[src/rtl/jelly_bean_taster_arbiter.sv]
// Round-robin arbiter that shares one jelly-bean taster between NUM_REQ requesters.
// Define JELLY_BEAN_ARB_STATS_EN to add the tx_count / yucky_count statistics outputs.
//
// state | meaning
// IDLE  | arbitrate pending requests, combinational gnt to the winner
// DRIVE | present the latched bean fields to the taster for one cycle
// WAIT  | count down TASTE_LAT-1 cycles, then register jb_taste
// RESP  | pulse resp_valid to the granted requester, advance RR pointer
module jelly_bean_taster_arbiter #(
  parameter int NUM_REQ   = 4,
  parameter int TASTE_LAT = 1
) (
  input  logic                   clk,
  input  logic                   rst_n,
  input  logic [NUM_REQ-1:0]     req,
  input  logic [3*NUM_REQ-1:0]   req_flavor,
  input  logic [2*NUM_REQ-1:0]   req_color,
  input  logic [NUM_REQ-1:0]     req_sugar_free,
  input  logic [NUM_REQ-1:0]     req_sour,
  output logic [NUM_REQ-1:0]     gnt,
  output logic [NUM_REQ-1:0]     resp_valid,
  output logic [1:0]             resp_taste,
  output logic [2:0]             jb_flavor,
  output logic [1:0]             jb_color,
  output logic                   jb_sugar_free,
  output logic                   jb_sour,
  input  logic [1:0]             jb_taste,
  output logic                   busy
`ifdef JELLY_BEAN_ARB_STATS_EN
  ,
  output logic [15:0]            yucky_count,
  output logic [15:0]            tx_count
`endif
);

  localparam int IDXW = $clog2(NUM_REQ);

  typedef enum logic [1:0] {
    IDLE  = 2'd0,
    DRIVE = 2'd1,
    WAIT  = 2'd2,
    RESP  = 2'd3
  } state_t;

  state_t            state_q, state_d;
  logic [IDXW-1:0]   idx_q, idx_d;
  logic [IDXW-1:0]   last_q, last_d;
  logic [2:0]        flavor_q, flavor_d;
  logic [1:0]        color_q, color_d;
  logic              sugar_free_q, sugar_free_d;
  logic              sour_q, sour_d;
  logic [3:0]        cnt_q, cnt_d;
  logic [1:0]        taste_q, taste_d;

  logic              win_found;
  logic [IDXW-1:0]   win_idx;
  logic [IDXW-1:0]   cand_idx;
  int                cand;
  logic [2:0]        sel_flavor;
  logic [1:0]        sel_color;
  logic              sel_sugar_free;
  logic              sel_sour;

  // Scan starting just after the last served requester so it loses any tie.
  always_comb begin
    win_found = 1'b0;
    win_idx   = '0;
    cand      = 0;
    cand_idx  = '0;
    for (int k = 1; k <= NUM_REQ; k++) begin
      cand     = (int'(last_q) + k) % NUM_REQ;
      cand_idx = IDXW'(cand);
      if (!win_found && req[cand_idx]) begin
        win_found = 1'b1;
        win_idx   = cand_idx;
      end
    end
  end

  always_comb begin
    sel_flavor     = '0;
    sel_color      = '0;
    sel_sugar_free = 1'b0;
    sel_sour       = 1'b0;
    for (int i = 0; i < NUM_REQ; i++) begin
      if (win_idx == IDXW'(i)) begin
        sel_flavor     = req_flavor[3*i +: 3];
        sel_color      = req_color[2*i +: 2];
        sel_sugar_free = req_sugar_free[i];
        sel_sour       = req_sour[i];
      end
    end
  end

  always_comb begin
    state_d      = state_q;
    idx_d        = idx_q;
    last_d       = last_q;
    flavor_d     = flavor_q;
    color_d      = color_q;
    sugar_free_d = sugar_free_q;
    sour_d       = sour_q;
    cnt_d        = cnt_q;
    taste_d      = taste_q;
    unique case (state_q)
      IDLE: begin
        if (win_found) begin
          idx_d        = win_idx;
          flavor_d     = sel_flavor;
          color_d      = sel_color;
          sugar_free_d = sel_sugar_free;
          sour_d       = sel_sour;
          state_d      = DRIVE;
        end
      end
      DRIVE: begin
        cnt_d   = 4'(TASTE_LAT - 1);
        state_d = WAIT;
      end
      WAIT: begin
        if (cnt_q == 4'd0) begin
          taste_d = jb_taste;
          state_d = RESP;
        end else begin
          cnt_d = cnt_q - 4'd1;
        end
      end
      RESP: begin
        last_d  = idx_q;
        state_d = IDLE;
      end
      default: state_d = IDLE;
    endcase
  end

  always_ff @(posedge clk or negedge rst_n) begin
    if (!rst_n) begin
      state_q      <= IDLE;
      idx_q        <= '0;
      last_q       <= IDXW'(NUM_REQ - 1);
      flavor_q     <= '0;
      color_q      <= '0;
      sugar_free_q <= 1'b0;
      sour_q       <= 1'b0;
      cnt_q        <= '0;
      taste_q      <= '0;
    end else begin
      state_q      <= state_d;
      idx_q        <= idx_d;
      last_q       <= last_d;
      flavor_q     <= flavor_d;
      color_q      <= color_d;
      sugar_free_q <= sugar_free_d;
      sour_q       <= sour_d;
      cnt_q        <= cnt_d;
      taste_q      <= taste_d;
    end
  end

  assign gnt           = (state_q == IDLE && win_found) ? (NUM_REQ'(1) << win_idx) : '0;
  assign resp_valid    = (state_q == RESP) ? (NUM_REQ'(1) << idx_q) : '0;
  assign resp_taste    = taste_q;
  assign jb_flavor     = (state_q == DRIVE) ? flavor_q : 3'd0;
  assign jb_color      = (state_q == DRIVE) ? color_q : 2'd0;
  assign jb_sugar_free = (state_q == DRIVE) ? sugar_free_q : 1'b0;
  assign jb_sour       = (state_q == DRIVE) ? sour_q : 1'b0;
  assign busy          = (state_q != IDLE);

`ifdef JELLY_BEAN_ARB_STATS_EN
  logic [15:0] tx_cnt_q, yucky_cnt_q;

  // Both counters stick at all-ones rather than wrapping.
  always_ff @(posedge clk or negedge rst_n) begin
    if (!rst_n) begin
      tx_cnt_q    <= '0;
      yucky_cnt_q <= '0;
    end else if (state_q == RESP) begin
      if (tx_cnt_q != 16'hFFFF) tx_cnt_q <= tx_cnt_q + 16'd1;
      if (taste_q == 2'd2 && yucky_cnt_q != 16'hFFFF) yucky_cnt_q <= yucky_cnt_q + 16'd1;
    end
  end

  assign tx_count    = tx_cnt_q;
  assign yucky_count = yucky_cnt_q;
`endif

endmodule

[config.mk]
export PLATFORM = sky130hd
export DESIGN_NAME = jelly_bean_taster_arbiter
export DESIGN_NICKNAME = d
export VERILOG_FILES = /design/src/rtl/jelly_bean_taster_arbiter.sv
export SDC_FILE = /design/constraint.sdc
export NUM_CORES = 1
export LEC_CHECK = 0
export ABC_AREA = 1
export CORE_MARGIN = 8
export CORE_UTILIZATION = 32
export DETAILED_ROUTE_END_ITERATION = 8
export PLACE_DENSITY = 0.58
export SYNTH_ARGS = -nofsm -noshare
export SYNTH_HDL_FRONTEND = slang
export SYNTH_SLANG_ARGS = --single-unit
[constraint.sdc]
create_clock -name clk -period 3.98 [get_ports clk]
set_input_delay 1.194 -clock clk [delete_from_list [all_inputs] [get_ports clk]]
set_output_delay 1.194 -clock clk [all_outputs]
set_load 0.02 [all_outputs]
==> out/metrics.yaml, run 1 <==
logic_synthesis:
  syn_avg_cell_area_um2: 6.79
  synth_cell_types: 27
  synth_top_area_cell: "dfrtp_1"
  syn_inst: 221
  synth_area_leaders: "dfrtp_1 (28%), nand2_1 (17%), nor2_1 (7.3%)"
  synth_warnings: 0
  syn_nets: 262
  synth_seq_area_share: 0.319
  netlist_area_um2: 1500
  ys_ff_latch: 19
  netlist.area_leader.share: 0.284
cells_and_area:
  regArea_um2: 478
  final_nets: 337
  final_cell_count_no_fill: 349
  drive_above_1_share: 0.244
  area_delta_synth_final_pct: 53.5
  diodes: 0
  fill_cells: 486
  multi_input_area_um2: 892
power_and_ir_drop:
  p_clk_frac: 0.064
  p_int_w: 0.00108
  leakage_nw: 1.19
  p_comb_frac: 0.774
  peakVddDrop_mv: 0.579
  p_sw_frac: 0.489
  power_density_nw_per_um2: 917
  p_seq_frac: 0.163
  p_switching_w: 0.00103
worst_setup_path:
  worst-setup-path-type: "in2out"
  rrSetupSlack_ns: 1.73
  worstPathArrival_ns: 2.57
  required_ns: 2.79
  start_kind: "input port"
  worstPathMaxFanout: 5
  endpoint_kind: "output pin"
  critical_path.endpoint: "gnt[1]"
  r2r_start: "last_q[0]"
  reg2reg_depth: 17
  cp-startpoint: "req[1]"
  r2r-end: "color_q[0]"
clocking:
  cts_tree: "done"
  htree_levels: 1
  cts_buffers: 3
  cts.sinks: 19
  clk_pin_slew_ns: 0.07
  insertion_delay_ns: 0.26
  cts_buffer_depth: 2
  cts-root-buf: "clkbuf_8"
  hold_buffers: 0
global_routing:
  grt_max_degree: 20
  grt_pass1_vias: 1566
  grt_pass1_wl_mm: 6.89
  gr-usage-all-layers: 0.114
  antenna_found_initial: 0
  gr-total-overflow: 0
placed_design:
  hpwlAfterDp_mm: 3.35
  portBuffers: 53
  place_congestion: 0.835
  dp.cells: 342
sta:
  final.setup.tns_ns: 0
  timing.fmax_mhz: 265
  maxSlewViolCount: 0
  hold_viol: 0
  clock_skew_ns: 0.00391
  min_period_ns: 3.77
  relSlewSlack: 0.423
  fin_crit_sh: 0.947
  worst_slew_pin_slew_ns: 0.863
  rsz0062_at_grt: "false"
  finalSetupViolCount: 0
floorplanning:
  die_area_um2: 7140
  fp.dieH_um: 84.5
  initial_utilization: 0.324
  coreArea_um2: 4630
  ioPinCount: 54
  rows: 25
  die_w_um: 84.5
routing:
  vias: 1557
  drc_errors: 0
  finalWirelength_mm: 4.06
  drt_iter0_drc: 58
  routed_via_density: 4.46
  drtPass1Iterations: 4
  routedWlPerCell_um: 11.6
  ant_nets: 0
run_status:
  status: "completed"
worst_hold_path:
  min-delay-path-class: "reg2reg"
  hold_depth: 2
run:
  drv_cap: 0
==> worst min path at each step <==
stage	startpoint	to	slack (ns)
after CTS	flavor_q[0]	flavor_q[0]	0.49
after global placement	color_q[1]	color_q[1]	0.46
after floorplan	color_q[1]	color_q[1]	0.45
final	flavor_q[0]	flavor_q[0]	0.49
after global routing	sour_q	sour_q	0.52
after detailed placement	flavor_q[0]	flavor_q[0]	0.47
==> cells in the mapped netlist <==
master	instances
o21ai_0	7
buf_6	4
nand3_2	2
inv_8	1
inv_6	1
nor2_1	29
inv_1	24
nand3_1	19
o22ai_1	2
dfstp_2	2
mux2_2	2
a21oi_1	5
nand2_1	67
nand2_4	5
nor4_1	1
o21ai_1	3
nand2_2	10
nand3b_1	1
inv_2	3
ha_1	5
nand4_1	4
nor2_2	3
clkbuf_1	1
o21a_1	1
dfrtp_1	17
xnor2_1	1
nor2_4	1
==> flip-flops by register name, indices dropped and copies added (netlist names) <==
signal / flops
cnt_q: 4
color_q: 2
state_q: 2
sour_q: 1
sugar_free_q: 1
last_q: 2
flavor_q: 3
idx_q: 2
resp_taste: 2
==> timing repair <==
| item | in CTS | in global routing |
|---|---|---|
| pin swaps | 0 | 12 |
| buffers inserted | 0 | 3 |
| endpoints found under the setup margin | 4 | 4 |
| gates resized for setup | 22 | 17 |
==> layout make-up <==
class / count / area share
clock inverters: 1 / 0.00217
inverters: 29 / 0.0538
multi-input cells: 168 / 0.387
well taps: 54 / 0.0293
flip-flops and latches: 19 / 0.207
clock buffers: 3 / 0.0179
repair buffers: 75 / 0.302
==> routing by layer <==
metal / global-route usage / share of wire
met1: 0.148 / 0.49
met2: 0.191 / 0.46
met3: 0.0156 / 0.040
met4: 0.0291 / 0.0074
met5: 0 / 0
==> layout by cell type, fill, tap and decap left out, types with 6 or more instances in the layout <==
master	count
nand2_2	14
dfrtp_1	17
nand3_1	17
o21ai_0	7
buf_4	25
inv_1	23
nand2_1	62
nor2_1	27
nand2_4	6
clkdlybuf4s50_1	45
==> worst max-delay path, cell delays in order <==
cell	delay [ns]
dlygate4sd2_1	0.26
nand2_2	0.07
nand2_2	0.07
nand2_4	0.09
nand2_4	0.07
nor2_4	0.13
nand3_2	0.10
nand2_2	0.10
nand2_4	0.08
inv_6	0.08
nand2_1	0.06
nor2_1	0.12
buf_4	0.15
==> per-stage QoR <==
| step | area (µm²) | utilization | hold WS, ns | total power, W | setup slack [ns] |
|---|---|---|---|---|---|
| global route | 2300 | 0.498 | 0.517 | 0.00233 | 0.0802 |
| finish | 2300 | 0.498 | 0.488 | 0.00211 | 0.212 |
| CTS | 2230 | 0.482 | 0.488 | 0.00202 | -0.00581 |
| floorplan | 1500 | - | 0.449 | 0.00135 | 0.438 |
| detailed placement | 2190 | 0.474 | 0.468 | 0.00188 | -0.483 |
| global placement | 2190 | 0.474 | 0.464 | 0.00187 | -0.486 |
==> power groups by stage <==
stage | registers [W] | clock network (W) | logic, W
2_1_floorplan | 0.000333 | 0 | 0.00102
3_3_place_gp | 0.000343 | 0 | 0.00153
3_5_place_dp | 0.000345 | 0 | 0.00154
4_1_cts | 0.000343 | 0.000139 | 0.00154
5_1_grt | 0.000353 | 0.000150 | 0.00183
6_report | 0.000343 | 0.000135 | 0.00163
==> cell families after synthesis <==
| family | after synthesis | synth area share |
|---|---|---|
| AND/OR/NAND/NOR | 142 | 0.442 |
| buffers and inverters | 34 | 0.113 |
| flip-flops | 19 | 0.319 |
| AO/OA/AOI/OAI | 18 | 0.0634 |
| adder cells (fa/ha/maj) | 5 | 0.0417 |
| multiplexers | 2 | 0.0150 |
| XOR/XNOR | 1 | 0.00584 |
Note: power is estimated with default switching activity, not from simulation.
==> run 2, diff against run 1 <==
--- a/config.mk
+++ b/config.mk
@@ -6,9 +6,11 @@
 export NUM_CORES = 1
 export LEC_CHECK = 0
 export ABC_AREA = 1
+export ABC_CLOCK_PERIOD_IN_PS = 3980
 export CORE_MARGIN = 8
 export CORE_UTILIZATION = 32
 export DETAILED_ROUTE_END_ITERATION = 8
+export MAX_ROUTING_LAYER = met4
 export PLACE_DENSITY = 0.58
 export SYNTH_ARGS = -nofsm -noshare
 export SYNTH_HDL_FRONTEND = slang
==> out/metrics.yaml, run 2 (synthesis results as in run 1) <==
global_routing:
  grt_pass1_wl_mm: 6.89
  gr-total-overflow: 0
  gr-usage-all-layers: 0.117
  antenna_found_initial: 0
  grt_max_degree: 20
  grt_pass1_vias: 1566
cells_and_area:
  final_nets: 337
  regArea_um2: 478
  drive_above_1_share: 0.244
  final_cell_count_no_fill: 349
  multi_input_area_um2: 892
  fill_cells: 486
  reg.largest.list: "cnt_q (4), flavor_q (3)"
  final_cell_mix: "nand2_1 (62), clkdlybuf4s50_1 (45), nor2_1 (27)"
  top_register: "cnt_q"
  diodes: 0
  final_common_cell: "nand2_1"
  fin_util: 0.498
  area_delta_synth_final_pct: 53.5
  largest_register_ffs: 4
routing:
  ant_nets: 0
  drtPass1Iterations: 4
  routed_via_density: 4.46
  routedWlPerCell_um: 11.6
  vias: 1556
  drc_errors: 0
  drt_iter0_drc: 58
  finalWirelength_mm: 4.06
clocking:
  cts_buffer_depth: 2
  insertion_delay_ns: 0.26
  hold_buffers: 0
  cts_tree: "done"
  htree_levels: 1
  clk_pin_slew_ns: 0.07
  cts.sinks: 19
  cts-root-buf: "clkbuf_8"
  cts_buffers: 3
placed_design:
  portBuffers: 53
  place_congestion: 0.848
  hpwlAfterDp_mm: 3.35
  dp.cells: 342
worst_hold_path:
  min-delay-path-class: "reg2reg"
  min_from: "flavor_q[0]"
sta:
  hold_viol: 0
  rsz0062_at_grt: "false"
  clock_skew_ns: 0.00391
  fin_crit_sh: 0.947
  min_period_ns: 3.77
  relSlewSlack: 0.423
  finalSetupViolCount: 0
  timing.fmax_mhz: 265
  hold_ws_ns: 0.488
  worst_slew_pin_slew_ns: 0.863
  maxSlewViolCount: 0
worst_setup_path:
  r2r_start: "last_q[0]"
  cp-startpoint: "req[1]"
  worst-setup-path-type: "in2out"
  worstPathArrival_ns: 2.57
  endpoint_kind: "output pin"
  start_kind: "input port"
  required_ns: 2.79
  worstPathMaxFanout: 5
floorplanning:
  coreArea_um2: 4630
  die_area_um2: 7140
  initial_utilization: 0.324
  die_w_um: 84.5
  ioPinCount: 54
  rows: 25
  fp.dieH_um: 84.5
power_and_ir_drop:
  power.total_w: 0.00211
  peakVddDrop_mv: 0.579
  power_density_nw_per_um2: 917
  leakage_nw: 1.19
run:
  drv_cap: 0
run_status:
  status: "completed"
## run 2: worst paths after layout
check	slack, ns	to	cells past startpoint
max	0.21	gnt[1]	13
max in group asynchronous	2.02	state_q[0]	1
min reg2reg	0.49	flavor_q[0]	2
max reg2reg	1.73	color_q[0]	17
min in group asynchronous	1.43	resp_taste[1]	1
min	0.49	flavor_q[0]	2
## run 2: routing by layer
layer | global-route usage | share of wire | up-vias
li1 | - | - | 841
met1 | 0.149 | 0.49 | 680
met2 | 0.191 | 0.46 | 31
met3 | 0.0137 | 0.037 | 4
met4 | 0.0291 | 0.0074 | 0
met5 | - | 0 | -
## run 2: final cells by class
class                   count  area share
clock buffers               3      0.0179
clock inverters             1     0.00217
inverters                  29      0.0538
multi-input cells         168       0.387
flip-flops and latches     19       0.207
well taps                  54      0.0293
repair buffers             75       0.302
## run 2: where the power goes
part,internal [W],switching (W)
Combinational,0.000729,0.000905
Clock,0.0000696,0.0000655
Sequential,0.000280,0.0000630
## run 2: through the flow
| step | setup WS, ns | TNS, ns | area (µm²) |
|---|---|---|---|
| 2_1_floorplan | 0.438 | 0 | 1500 |
| 3_3_place_gp | -0.486 | -1.73 | 2190 |
| 3_5_place_dp | -0.483 | -1.78 | 2190 |
| 4_1_cts | -0.00581 | -0.00581 | 2230 |
| 5_1_grt | 0.0802 | 0 | 2300 |
| 6_report | 0.212 | 0 | 2300 |
## run 2: repair_timing
action	CTS	global route
endpoints found under the hold margin	0	0
pin swaps	0	12
setup endpoints to repair	4	4
resized for setup	22	17
buffers inserted	0	3
## run 2: critical path, stage by stage
cell and delay [ns]:
dlygate4sd2_1 0.26, nand2_2 0.07, nand2_2 0.07, nand2_4 0.09, nand2_4 0.07, nor2_4 0.13, nand3_2 0.10, nand2_2 0.10
nand2_4 0.08, inv_6 0.08, nand2_1 0.06, nor2_1 0.12, buf_4 0.15
